`src/rtl/cursor_plot_ctrl_pkg.sv`:
```
// cursor_plot_ctrl_pkg: shared state encoding, screen geometry, colours and canvas address packing
package cursor_plot_ctrl_pkg;
  typedef enum logic [2:0] {IDLE, CLEAR, ERASE, PAINT, DRAW} state_t;
  localparam logic [8:0] SCREEN_W = 9'd160;
  localparam logic [7:0] SCREEN_H = 8'd120;
  localparam int CUR_SIZE = 4;
  localparam logic [2:0] CUR_COLOUR = 3'b101;
  localparam logic [2:0] BG_COLOUR = 3'b000;
  function automatic logic [14:0] pack_addr(input logic [7:0] x, input logic [6:0] y);
    return {y, x};
  endfunction
endpackage

```
`src/rtl/cursor_plot_ctrl_if.sv`:
```
// cursor_plot_ctrl_if: requester, canvas RAM and VGA plot signals of the cursor plot controller
interface cursor_plot_ctrl_if;
  logic [7:0] cur_x;
  logic [6:0] cur_y;
  logic clear_req;
  logic paint_req;
  logic [2:0] paint_colour;
  logic [2:0] canvas_rdata;
  logic [14:0] canvas_addr;
  logic canvas_we;
  logic [2:0] canvas_wdata;
  logic [7:0] vga_x;
  logic [6:0] vga_y;
  logic [2:0] vga_colour;
  logic vga_plot;
  logic clear_ack;
  logic paint_ack;
  logic busy;
  modport master (
    output cur_x, cur_y, clear_req, paint_req, paint_colour, canvas_rdata,
    input canvas_addr, canvas_we, canvas_wdata, vga_x, vga_y, vga_colour, vga_plot, clear_ack, paint_ack, busy
  );
  modport slave (
    input cur_x, cur_y, clear_req, paint_req, paint_colour, canvas_rdata,
    output canvas_addr, canvas_we, canvas_wdata, vga_x, vga_y, vga_colour, vga_plot, clear_ack, paint_ack, busy
  );
endinterface

```
`src/rtl/cursor_plot_ctrl_block_scan.sv`:
```
// block_scan: 4x4 row-major offset walker emitting block pixel coordinates, bounds flag and a one-step lookahead address
module block_scan
  import cursor_plot_ctrl_pkg::*;
(
  input  logic       clk,
  input  logic       rst,
  input  logic       start,
  input  logic [7:0] base_x,
  input  logic [6:0] base_y,
  output logic [7:0] px,
  output logic [6:0] py,
  output logic       in_bounds,
  output logic [7:0] nx,
  output logic [6:0] ny,
  output logic       first,
  output logic       last,
  output logic       done
);
  localparam logic [3:0] LAST = 4'(CUR_SIZE * CUR_SIZE - 1);
  logic [3:0] cnt, ncnt;
  logic [7:0] bx;
  logic [6:0] by;
  logic [8:0] wx;
  logic [7:0] wy;
  always_ff @(posedge clk)
    if (rst) begin
      cnt <= '0;
      bx <= '0;
      by <= '0;
      done <= 1'b0;
    end else begin
      cnt <= ncnt;
      done <= last && !start;
      if (start) begin
        bx <= base_x;
        by <= base_y;
      end
    end
  // nx/ny give the pixel that will be current next cycle, so a read can be issued a cycle early
  always_comb begin
    ncnt = start ? 4'd0 : cnt + 4'd1;
    wx = {1'b0, bx} + {7'b0, cnt[1:0]};
    wy = {1'b0, by} + {6'b0, cnt[3:2]};
    px = wx[7:0];
    py = wy[6:0];
    in_bounds = wx < SCREEN_W && wy < SCREEN_H;
    nx = (start ? base_x : bx) + {6'b0, ncnt[1:0]};
    ny = (start ? base_y : by) + {5'b0, ncnt[3:2]};
    first = cnt == 4'd0;
    last = cnt == LAST;
  end
endmodule

```
`src/rtl/cursor_plot_ctrl.sv`:
```
// cursor_plot_ctrl: arbitrates clear/paint/move and sequences framebuffer and canvas pixel writes
module cursor_plot_ctrl
  import cursor_plot_ctrl_pkg::*;
(
  input logic         CLOCK_50,
  input logic         reset,
  cursor_plot_ctrl_if.slave bus
);
  localparam logic [7:0] X_LAST = 8'(SCREEN_W - 9'd1);
  localparam logic [6:0] Y_LAST = 7'(SCREEN_H - 8'd1);
  state_t st, st_n;
  logic [7:0] cx, drawn_x, dly_x, px, nx, vx_d;
  logic [6:0] cy, drawn_y, dly_y, py, ny, vy_d;
  logic [2:0] pcol, vc_d, wdata_d;
  logic [14:0] addr_d;
  logic dly_in, inb, first, last, done, start, clear_last, plot_d, we_d;
  block_scan u_scan (
    .clk(CLOCK_50),
    .rst(reset),
    .start(start),
    .base_x(st_n == ERASE ? drawn_x : bus.cur_x),
    .base_y(st_n == ERASE ? drawn_y : bus.cur_y),
    .px(px),
    .py(py),
    .in_bounds(inb),
    .nx(nx),
    .ny(ny),
    .first(first),
    .last(last),
    .done(done)
  );
  always_comb begin
    clear_last = cx == X_LAST && cy == Y_LAST;
    st_n = st;
    case (st)
      IDLE:    st_n = bus.clear_req ? CLEAR : bus.paint_req ? PAINT :
                      (bus.cur_x != drawn_x || bus.cur_y != drawn_y) ? ERASE : IDLE;
      CLEAR:   st_n = clear_last ? DRAW : CLEAR;
      PAINT:   st_n = last ? DRAW : PAINT;
      ERASE:   st_n = done ? DRAW : ERASE;
      DRAW:    st_n = last ? IDLE : DRAW;
      default: st_n = IDLE;
    endcase
    start = st_n != st && st_n inside {ERASE, PAINT, DRAW};
  end
  // ERASE plots lag the canvas read by one cycle, hence the delayed coordinates and the 17th cycle
  always_comb begin
    plot_d = 1'b0;
    we_d = 1'b0;
    vx_d = px;
    vy_d = py;
    vc_d = CUR_COLOUR;
    wdata_d = pcol;
    addr_d = pack_addr(px, py);
    case (st)
      CLEAR: begin
        plot_d = 1'b1;
        we_d = 1'b1;
        vx_d = cx;
        vy_d = cy;
        vc_d = BG_COLOUR;
        wdata_d = BG_COLOUR;
        addr_d = pack_addr(cx, cy);
      end
      PAINT: begin
        plot_d = inb;
        we_d = inb;
        vc_d = pcol;
      end
      ERASE: begin
        plot_d = dly_in && (!first || done);
        vx_d = dly_x;
        vy_d = dly_y;
        vc_d = bus.canvas_rdata;
      end
      DRAW: plot_d = inb;
      default: plot_d = 1'b0;
    endcase
    if (st_n == ERASE) addr_d = pack_addr(nx, ny);
  end
  always_ff @(posedge CLOCK_50)
    if (reset) begin
      st <= CLEAR;
      cx <= '0;
      cy <= '0;
      drawn_x <= '0;
      drawn_y <= '0;
      pcol <= '0;
      dly_x <= '0;
      dly_y <= '0;
      dly_in <= 1'b0;
      bus.canvas_addr <= '0;
      bus.canvas_we <= 1'b0;
      bus.canvas_wdata <= '0;
      bus.vga_x <= '0;
      bus.vga_y <= '0;
      bus.vga_colour <= '0;
      bus.vga_plot <= 1'b0;
      bus.clear_ack <= 1'b0;
      bus.paint_ack <= 1'b0;
      bus.busy <= 1'b0;
    end else begin
      st <= st_n;
      cx <= (st == CLEAR && cx != X_LAST) ? cx + 8'd1 : 8'd0;
      cy <= st != CLEAR ? 7'd0 : cx == X_LAST ? (cy == Y_LAST ? 7'd0 : cy + 7'd1) : cy;
      if (start && st_n == DRAW) begin
        drawn_x <= bus.cur_x;
        drawn_y <= bus.cur_y;
      end
      if (start && st_n == PAINT) pcol <= bus.paint_colour;
      dly_x <= px;
      dly_y <= py;
      dly_in <= inb;
      bus.canvas_addr <= addr_d;
      bus.canvas_we <= we_d;
      bus.canvas_wdata <= wdata_d;
      bus.vga_x <= vx_d;
      bus.vga_y <= vy_d;
      bus.vga_colour <= vc_d;
      bus.vga_plot <= plot_d;
      bus.clear_ack <= st == CLEAR && clear_last;
      bus.paint_ack <= st == PAINT && last;
      bus.busy <= st_n != IDLE;
    end
endmodule

```
`src/flat_wrapper.sv`:
```
// flat-port wrapper written by rule: the top's interface ports become plain ports
module cursor_plot_ctrl_flat import cursor_plot_ctrl_pkg::*;
  (CLOCK_50, reset, bus_cur_x, bus_cur_y, bus_clear_req, bus_paint_req, bus_paint_colour, bus_canvas_rdata, bus_canvas_addr, bus_canvas_we, bus_canvas_wdata, bus_vga_x, bus_vga_y, bus_vga_colour, bus_vga_plot, bus_clear_ack, bus_paint_ack, bus_busy);
  cursor_plot_ctrl_if bus_i ();
  input logic CLOCK_50;
  input logic reset;
  input wire logic [$bits(bus_i.cur_x)-1:0] bus_cur_x;
  input wire logic [$bits(bus_i.cur_y)-1:0] bus_cur_y;
  input wire logic [$bits(bus_i.clear_req)-1:0] bus_clear_req;
  input wire logic [$bits(bus_i.paint_req)-1:0] bus_paint_req;
  input wire logic [$bits(bus_i.paint_colour)-1:0] bus_paint_colour;
  input wire logic [$bits(bus_i.canvas_rdata)-1:0] bus_canvas_rdata;
  output wire logic [$bits(bus_i.canvas_addr)-1:0] bus_canvas_addr;
  output wire logic [$bits(bus_i.canvas_we)-1:0] bus_canvas_we;
  output wire logic [$bits(bus_i.canvas_wdata)-1:0] bus_canvas_wdata;
  output wire logic [$bits(bus_i.vga_x)-1:0] bus_vga_x;
  output wire logic [$bits(bus_i.vga_y)-1:0] bus_vga_y;
  output wire logic [$bits(bus_i.vga_colour)-1:0] bus_vga_colour;
  output wire logic [$bits(bus_i.vga_plot)-1:0] bus_vga_plot;
  output wire logic [$bits(bus_i.clear_ack)-1:0] bus_clear_ack;
  output wire logic [$bits(bus_i.paint_ack)-1:0] bus_paint_ack;
  output wire logic [$bits(bus_i.busy)-1:0] bus_busy;
  assign bus_i.cur_x = bus_cur_x;
  assign bus_i.cur_y = bus_cur_y;
  assign bus_i.clear_req = bus_clear_req;
  assign bus_i.paint_req = bus_paint_req;
  assign bus_i.paint_colour = bus_paint_colour;
  assign bus_i.canvas_rdata = bus_canvas_rdata;
  assign bus_canvas_addr = bus_i.canvas_addr;
  assign bus_canvas_we = bus_i.canvas_we;
  assign bus_canvas_wdata = bus_i.canvas_wdata;
  assign bus_vga_x = bus_i.vga_x;
  assign bus_vga_y = bus_i.vga_y;
  assign bus_vga_colour = bus_i.vga_colour;
  assign bus_vga_plot = bus_i.vga_plot;
  assign bus_clear_ack = bus_i.clear_ack;
  assign bus_paint_ack = bus_i.paint_ack;
  assign bus_busy = bus_i.busy;
  cursor_plot_ctrl u_core (.CLOCK_50(CLOCK_50), .reset(reset), .bus(bus_i));
endmodule
```
`config.mk`:
```
export PLATFORM = sky130hd
export DESIGN_NAME = cursor_plot_ctrl_flat
export DESIGN_NICKNAME = d
export VERILOG_FILES = /design/src/rtl/cursor_plot_ctrl_pkg.sv /design/src/rtl/cursor_plot_ctrl_if.sv /design/src/rtl/cursor_plot_ctrl_block_scan.sv /design/src/rtl/cursor_plot_ctrl.sv /design/src/flat_wrapper.sv
export SDC_FILE = /design/constraint.sdc
export NUM_CORES = 1
export LEC_CHECK = 0
export ABC_AREA = 1
export CORE_AREA = 2 2 151 79
export CTS_CLUSTER_SIZE = 28
export DETAILED_ROUTE_END_ITERATION = 6
export DIE_AREA = 0 0 153 81
export GPL_ROUTABILITY_DRIVEN = 0
export PLACE_DENSITY = 0.76
export SYNTH_ARGS = -nofsm -noshare
export SYNTH_HDL_FRONTEND = slang
export SYNTH_SLANG_ARGS = --single-unit
```
`constraint.sdc`:
```
create_clock -name CLOCK_50 -period 3.2 [get_ports CLOCK_50]
set_input_delay 0.64 -clock CLOCK_50 [delete_from_list [all_inputs] [get_ports CLOCK_50]]
set_output_delay 0.64 -clock CLOCK_50 [all_outputs]
set_load 0.005 [all_outputs]
```
* Word-level counts from Yosys, hierarchy flattened
Index checks and enable logic that the tools add are counted.
Operators by class: reduce and logical (&&, ||, !) cells 22, bitwise operators 1, $add $sub $neg 7, $lt $le $gt $ge 2, equal/unequal tests 15, multiplexer cells 21
Operators by type and width (count):
- 15-bit 2-to-1 mux | 2
- 7-bit 2-to-1 mux | 3
- 3-bit 2-to-1 mux | 6
- 8-bit 2-to-1 mux | 2
- 8-bit one-hot mux with 2 select lines | 1
- 3-bit one-hot mux with 5 select lines | 1
- 7-bit one-hot mux with 2 select lines | 1
- 3-bit by 2-bit == test with 1-bit output, second input constant | 4
- 1-bit logical AND | 10
- 8-bit by 2-bit adder with 9-bit output | 1
- 9-bit by 8-bit less-than comparator with 1-bit output, second input constant | 1
- 3-bit one-hot mux with 3 select lines | 1
- 7-bit by 2-bit adder with 8-bit output | 1
- 8-bit by 1-bit adder with 8-bit output, second input constant | 1
- 8-bit by 2-bit adder with 8-bit output | 1
- 8-bit == test, second input constant | 1
- 8-bit by 7-bit less-than comparator with 1-bit output, second input constant | 1
- 8-bit != test | 1
- 8-bit != test, second input constant | 1
- 2-bit OR reduction | 4
- 7-bit by 1-bit adder with 7-bit output, second input constant | 1
- 7-bit by 2-bit adder with 7-bit output | 1
- 7-bit == test, second input constant | 1
- 7-bit != test | 1
- 16 further kinds | 20
Storage, ports and cells: word-level logic and storage cells 91, output and inout port bits 41, bits of input ports 25, bits in registers 113

* Logic depth before layout (Yosys ltp)
word-level depth 12, mapped depth 26, depth with buffers taken out 24

* By module
A second synthesis with hierarchy kept.
Second synthesis, totals: cells, all modules 828, area, all modules 5726.7 sq um
Modules (own cells, without submodules):
- cursor_plot_ctrl | seq. area each 1861.8 sq um, area each 4095.2 sq um, cells each 584, times used 1
- block_scan | seq. area each 400.4 sq um, area each 1631.6 sq um, cells each 244, times used 1

* Worst setup path after synthesis
Ideal clock, no wire load.
path kind register -> register, start register u_core.cx[0], end register u_core.bus.canvas_addr[14], required time 3.069 ns, buffers on the path 2, period minus slack after synthesis 3.254 ns, library setup time 0.131 ns, stages on the path, launching flop included 23, data arrival time 3.123 ns, slack -0.054 ns, path through dfxtp_1 > ha_1 > nand3_2 > nor2_4 > nand2_2 > nand2_2 > inv_2 > nor3b_4 > nand2_4 > buf_6 > buf_2 > nand2_1 > o21ai_1 > o21ai_1 > ha_1 > inv_1 > fa_1 > inv_1 > nand3_2 > nor2_4 > nand3_1 > nand3_2 > a21oi_2
On the way: cells in the longest elaborated chain, start to end 10, elaborated cells between the ends (all ways) 15, classes of those cells 1 x add/sub; 5 x eq/ne; 6 x mux; 3 x reduce/logical
Ends and longest elaborated chain:
- start: declaration | RTL line cursor_plot_ctrl.sv:12 | logic [7:0] cx, drawn_x, dly_x, px, nx, vx_d;
- start signal: assignment | RTL line cursor_plot_ctrl.sv:104 | cx <= (st == CLEAR && cx != X_LAST) ? cx + 8'd1 : 8'd0;
- 8-bit == test * | RTL line cursor_plot_ctrl.sv:33 | clear_last = cx == X_LAST && cy == Y_LAST;
- 1-bit logical AND * | RTL line cursor_plot_ctrl.sv:33
- 3-bit 2-to-1 mux * | RTL line cursor_plot_ctrl.sv:38 | CLEAR: st_n = clear_last ? DRAW : CLEAR;
- 3-bit one-hot mux with 5 select lines * | RTL line cursor_plot_ctrl.sv:35 | case (st)
- 3-bit by 2-bit == test with 1-bit output (tied with other cells) | RTL line cursor_plot_ctrl.sv:22, cursor_plot_ctrl.sv:44, cursor_plot_ctrl.sv:79
- 3-bit nonzero test | RTL line cursor_plot_ctrl.sv:44 | start = st_n != st && st_n inside {ERASE, PAINT, DRAW};
- 1-bit logical AND | RTL line cursor_plot_ctrl.sv:44
- 7-bit 2-to-1 mux / 4-bit 2-to-1 mux (equally long branches)
- 7-bit by 2-bit adder with 7-bit output | RTL line cursor_plot_ctrl_block_scan.sv:48 | ny = (start ? base_y : by) + {5'b0, ncnt[3:2]};
- 15-bit 2-to-1 mux * | RTL line cursor_plot_ctrl.sv:79 | if (st_n == ERASE) addr_d = pack_addr(nx, ny);
- end signal: assignment | RTL line cursor_plot_ctrl.sv:114 | bus.canvas_addr <= addr_d;
- end: declaration | RTL line cursor_plot_ctrl_if.sv:25 | output canvas_addr, canvas_we, canvas_wdata, vga_x, vga_y, vga_colour, vga_plot, clear_ack, paint_ack, busy
Every way passes the cells marked *; elsewhere a longest branch is shown, timed or not. A chain may end at the register's enable or synchronous reset.

* Worst setup path in the final report
start register u_core.u_scan.cnt[0], end register u_core.bus.canvas_we
On the way: cells in the longest elaborated chain, start to end 4
Ends and longest elaborated chain:
- start: declaration | RTL line cursor_plot_ctrl_block_scan.sv:20 | logic [3:0] cnt, ncnt;
- start signal: assignment | RTL line cursor_plot_ctrl_block_scan.sv:32 | cnt <= ncnt;
- 8-bit by 2-bit adder with 9-bit output | RTL line cursor_plot_ctrl_block_scan.sv:42 | wx = {1'b0, bx} + {7'b0, cnt[1:0]};
- 9-bit by 8-bit less-than comparator with 1-bit output | RTL line cursor_plot_ctrl_block_scan.sv:46 | in_bounds = wx < SCREEN_W && wy < SCREEN_H;
- 1-bit logical AND | RTL line cursor_plot_ctrl_block_scan.sv:46
- 1-bit one-hot mux with 2 select lines | RTL line cursor_plot_ctrl.sv:55 | case (st)
- end signal: assignment | RTL line cursor_plot_ctrl.sv:115 | bus.canvas_we <= we_d;
- end: declaration | RTL line cursor_plot_ctrl_if.sv:25
Every way passes these cells.

==> impl_metrics.ini <==
[placement]
portBuffers = 65
post-place-ws_ps = -485
dp_hpwl_um = 11100

[sta]
drv_slew = 0
timing.setup.tns_ps = 0
setup_slack_ps = 133
fmax_mhz = 326
fin_worst_skew_ps = 8.42
period_share_pct = 95.9
period_minus_slack_ps = 3070
finalHoldViolCount = 0
max_slew.worst_pin.slew_ps = 715
slew-limit-headroom_pct = 52.3
finalSetupViolCount = 0

[clock_network]
cts_tree = built
clockBufferDepth = 2
cts_max_level = 4
cts_root_buffer = clkbuf_16
clock_latency_ps = 420
clkSlewWorstSetupHoldPaths_ps = 50
cts_sinks = 113
numCtsBuffers = 17
hold_buffers = 0

[route]
wire_per_inst_um = 14.8
drt_wl_total_um = 15800
drt_iter0_drc = 551
viasPerCell = 5.11
vias = 5452
postRouteAntennaNets = 0
drtPass1Iterations = 6
drc_errors = 0

[synth]
ys_top_cells_by_area = dfxtp_1 41%, nand2_1 12%, inv_1 6.7%
synthFlopType = dfxtp_1
synth_nets = 829
synth_top_area_share_pct = 40.6
ys_seq_area_share_pct = 40.6
ys.warnings.count = 0
synth_area_sq_um = 5570
async_flop_share_pct = 0
synthesis.instances = 788
synth_seq_cells = 113
yosys.area.top_type = dfxtp_1
avgSynthCellArea_sq_um = 7.07
synthDistinctLibCells = 42
yosysMostFrequentCell = nand2_1
synth-edff-count = 0
synthTopCellsByCount = 184 x nand2_1, 113 x dfxtp_1, 100 x inv_1

[grt]
antenna_found_initial = 0
grt_pass1_wl_um = 25200
grt_max_degree = 69
overflow = 0
grt_usage_pct = 26.0
grt_pass1_vias = 5148

[pwr]
total_power_uw = 3450
leakage_uw = 0.00337
powerDensity_nw_per_um2 = 460
vdd_drop_max_uv = 339

[critical_path]
critPathArrivalTime_ps = 3420
worst_path_max_delay_cell = fa_1
end_kind = flip-flop
path_cells = buf_4, ha_1, inv_1, fa_1, or2_2, nor2_1, nand3_1, nand2_1, inv_1, o21ai_0, nand2_1, nor2_1, nand2_1, nand2_1
rr_endpoint = u_core.bus.canvas_we$_SDFF_PP0_
critPathBufInv = 3
start_kind = flip-flop
path_class = reg -> reg
critPathLaunch = u_core.u_scan.cnt[0]$_SDFF_PP0_
crit_family = simple AND/OR/NAND/NOR gates
crit_path_frequent_cell = nand2_1
cpPeakStageDelay_ps = 400
worst-r2r-cell-count = 14
path_max_fanout = 5
r2r_setup_slack_ps = 130
worstPathRequired_ps = 3550
r2r-start = u_core.u_scan.cnt[0]$_SDFF_PP0_

[floorplanning]
initial_core_util_pct = 49.2
io_pins = 66
rows = 28
die_h_um = 81
dieWidth_um = 153
die-area_sq_um = 12400
core_sq_um = 11300

[layout]
layout-drive-gt1-share_pct = 19.2
finalNetCount = 944
diodes = 0
area_growth_syn_to_layout_pct = 34.4

[hold_path]
holdCritStartpoint = u_core.cx[0]$_SDFF_PP0_
holdPathStages = 1
hp-class = reg -> reg
min_to = u_core.cx[0]$_SDFF_PP0_

[status]
status = complete, no violations

[job]
maxCapViolations = 0
cells by family (layout without fill, tap and decap cells):
group                      count (synthesis)  after routing  share of synthesized area (%)
adders and majority gates                 16             16                           4.13
xor gates and xnor gates                  15             15                           2.36
DFF                                      113            113                           40.6
buffers and inverters                    142            270                           10.3
AOI/OAI and AO/OA                        142            142                           14.4
and+or+nand+nor                          360            360                           28.3
power breakdown:
group,leakage [uW],internal [uW],switching [uW]
registers,0.000916,1430,11.7
logic,0.00217,85.4,101
clock network,0.000276,1160,667
total,0.00337,2670,779
per-stage QoR:
step	hold slack [ps]	area [sq um]	std cells	util [%]
floorplan	408	5590	788	-
global placement	424	6680	1029	59.0
detailed placement	427	6680	1029	59.0
CTS	434	7270	1061	64.2
global route	465	7490	1066	66.2
finish	450	7490	1066	66.2
layout make-up:
class	count	area (sq um)
Fill cell	920	3820
Multi-Input combinational cell	533	2900
Sequential cell	113	2270
Timing Repair Buffer	123	1130
Clock buffer	21	450
Inverter	115	434
Tap cell	150	188
Clock inverter	11	114
sequential cells by signal, summed over array words and instances, names as in the netlist, 3 cells and up:
register                 count
u_core.bus.vga_x             8
u_core.bus.vga_y             7
u_core.u_scan.by             7
u_core.dly_y                 7
u_core.cx                    8
u_core.dly_x                 8
u_core.bus.canvas_addr      15
u_core.st                    3
u_core.cy                    7
u_core.u_scan.cnt            4
u_core.drawn_x               8
u_core.drawn_y               7
u_core.pcol                  3
u_core.bus.canvas_wdata      3
u_core.bus.vga_colour        3
u_core.u_scan.bx             8
what timing repair did:
action / 4_1_cts / 5_1_grt
setup buffers: 0 / 5
pin swaps: 1 / 20
resized for setup: 6 / 60
setup endpoints to repair: 4 / 12
layer usage:
metal  share of wire (%)  GRT usage, %  vias up  wire (um)
met5                   0             0        -          0
met4                 1.2          8.70        0        197
met2                  42          39.7      218       6590
met3                 7.8          5.18       21       1230
li1                    -             -     2744          -
met1                  49          37.1     2469       7780
placed cells by master, fill, tap and decap left out, drive strengths merged, types with 5 or more instances in the layout:
| cell type | netlist | final |
|---|---|---|
| clkbuf | 17 | 21 |
| a31oi | 25 | 25 |
| buf | 10 | 59 |
| a21oi | 35 | 35 |
| clkdlybuf4s50 | 0 | 47 |
| nand3 | 36 | 36 |
| clkinv | 2 | 9 |
| nand2 | 197 | 197 |
| o211ai | 5 | 5 |
| xor2 | 13 | 13 |
| o21ai | 69 | 69 |
| ha | 12 | 12 |
| nor3 | 12 | 12 |
| dfxtp | 113 | 113 |
| nor2 | 101 | 101 |
| inv | 113 | 113 |
| dlymetal6s2s | 0 | 17 |
how the worst max path moves through the flow:
| stage | end | cells past startpoint |
|---|---|---|
| floorplan | u_core.bus.canvas_addr[14]$_SDFF_PP0_ | 22 |
| global placement | u_core.bus.canvas_addr[5]$_SDFF_PP0_ | 23 |
| detailed placement | u_core.bus.canvas_addr[14]$_SDFF_PP0_ | 25 |
| CTS | u_core.bus.canvas_addr[14]$_SDFF_PP0_ | 25 |
| global route | u_core.bus.canvas_addr[14]$_SDFF_PP0_ | 23 |
| finish | u_core.bus.canvas_we$_SDFF_PP0_ | 14 |
(Power assumes the default switching activity.)
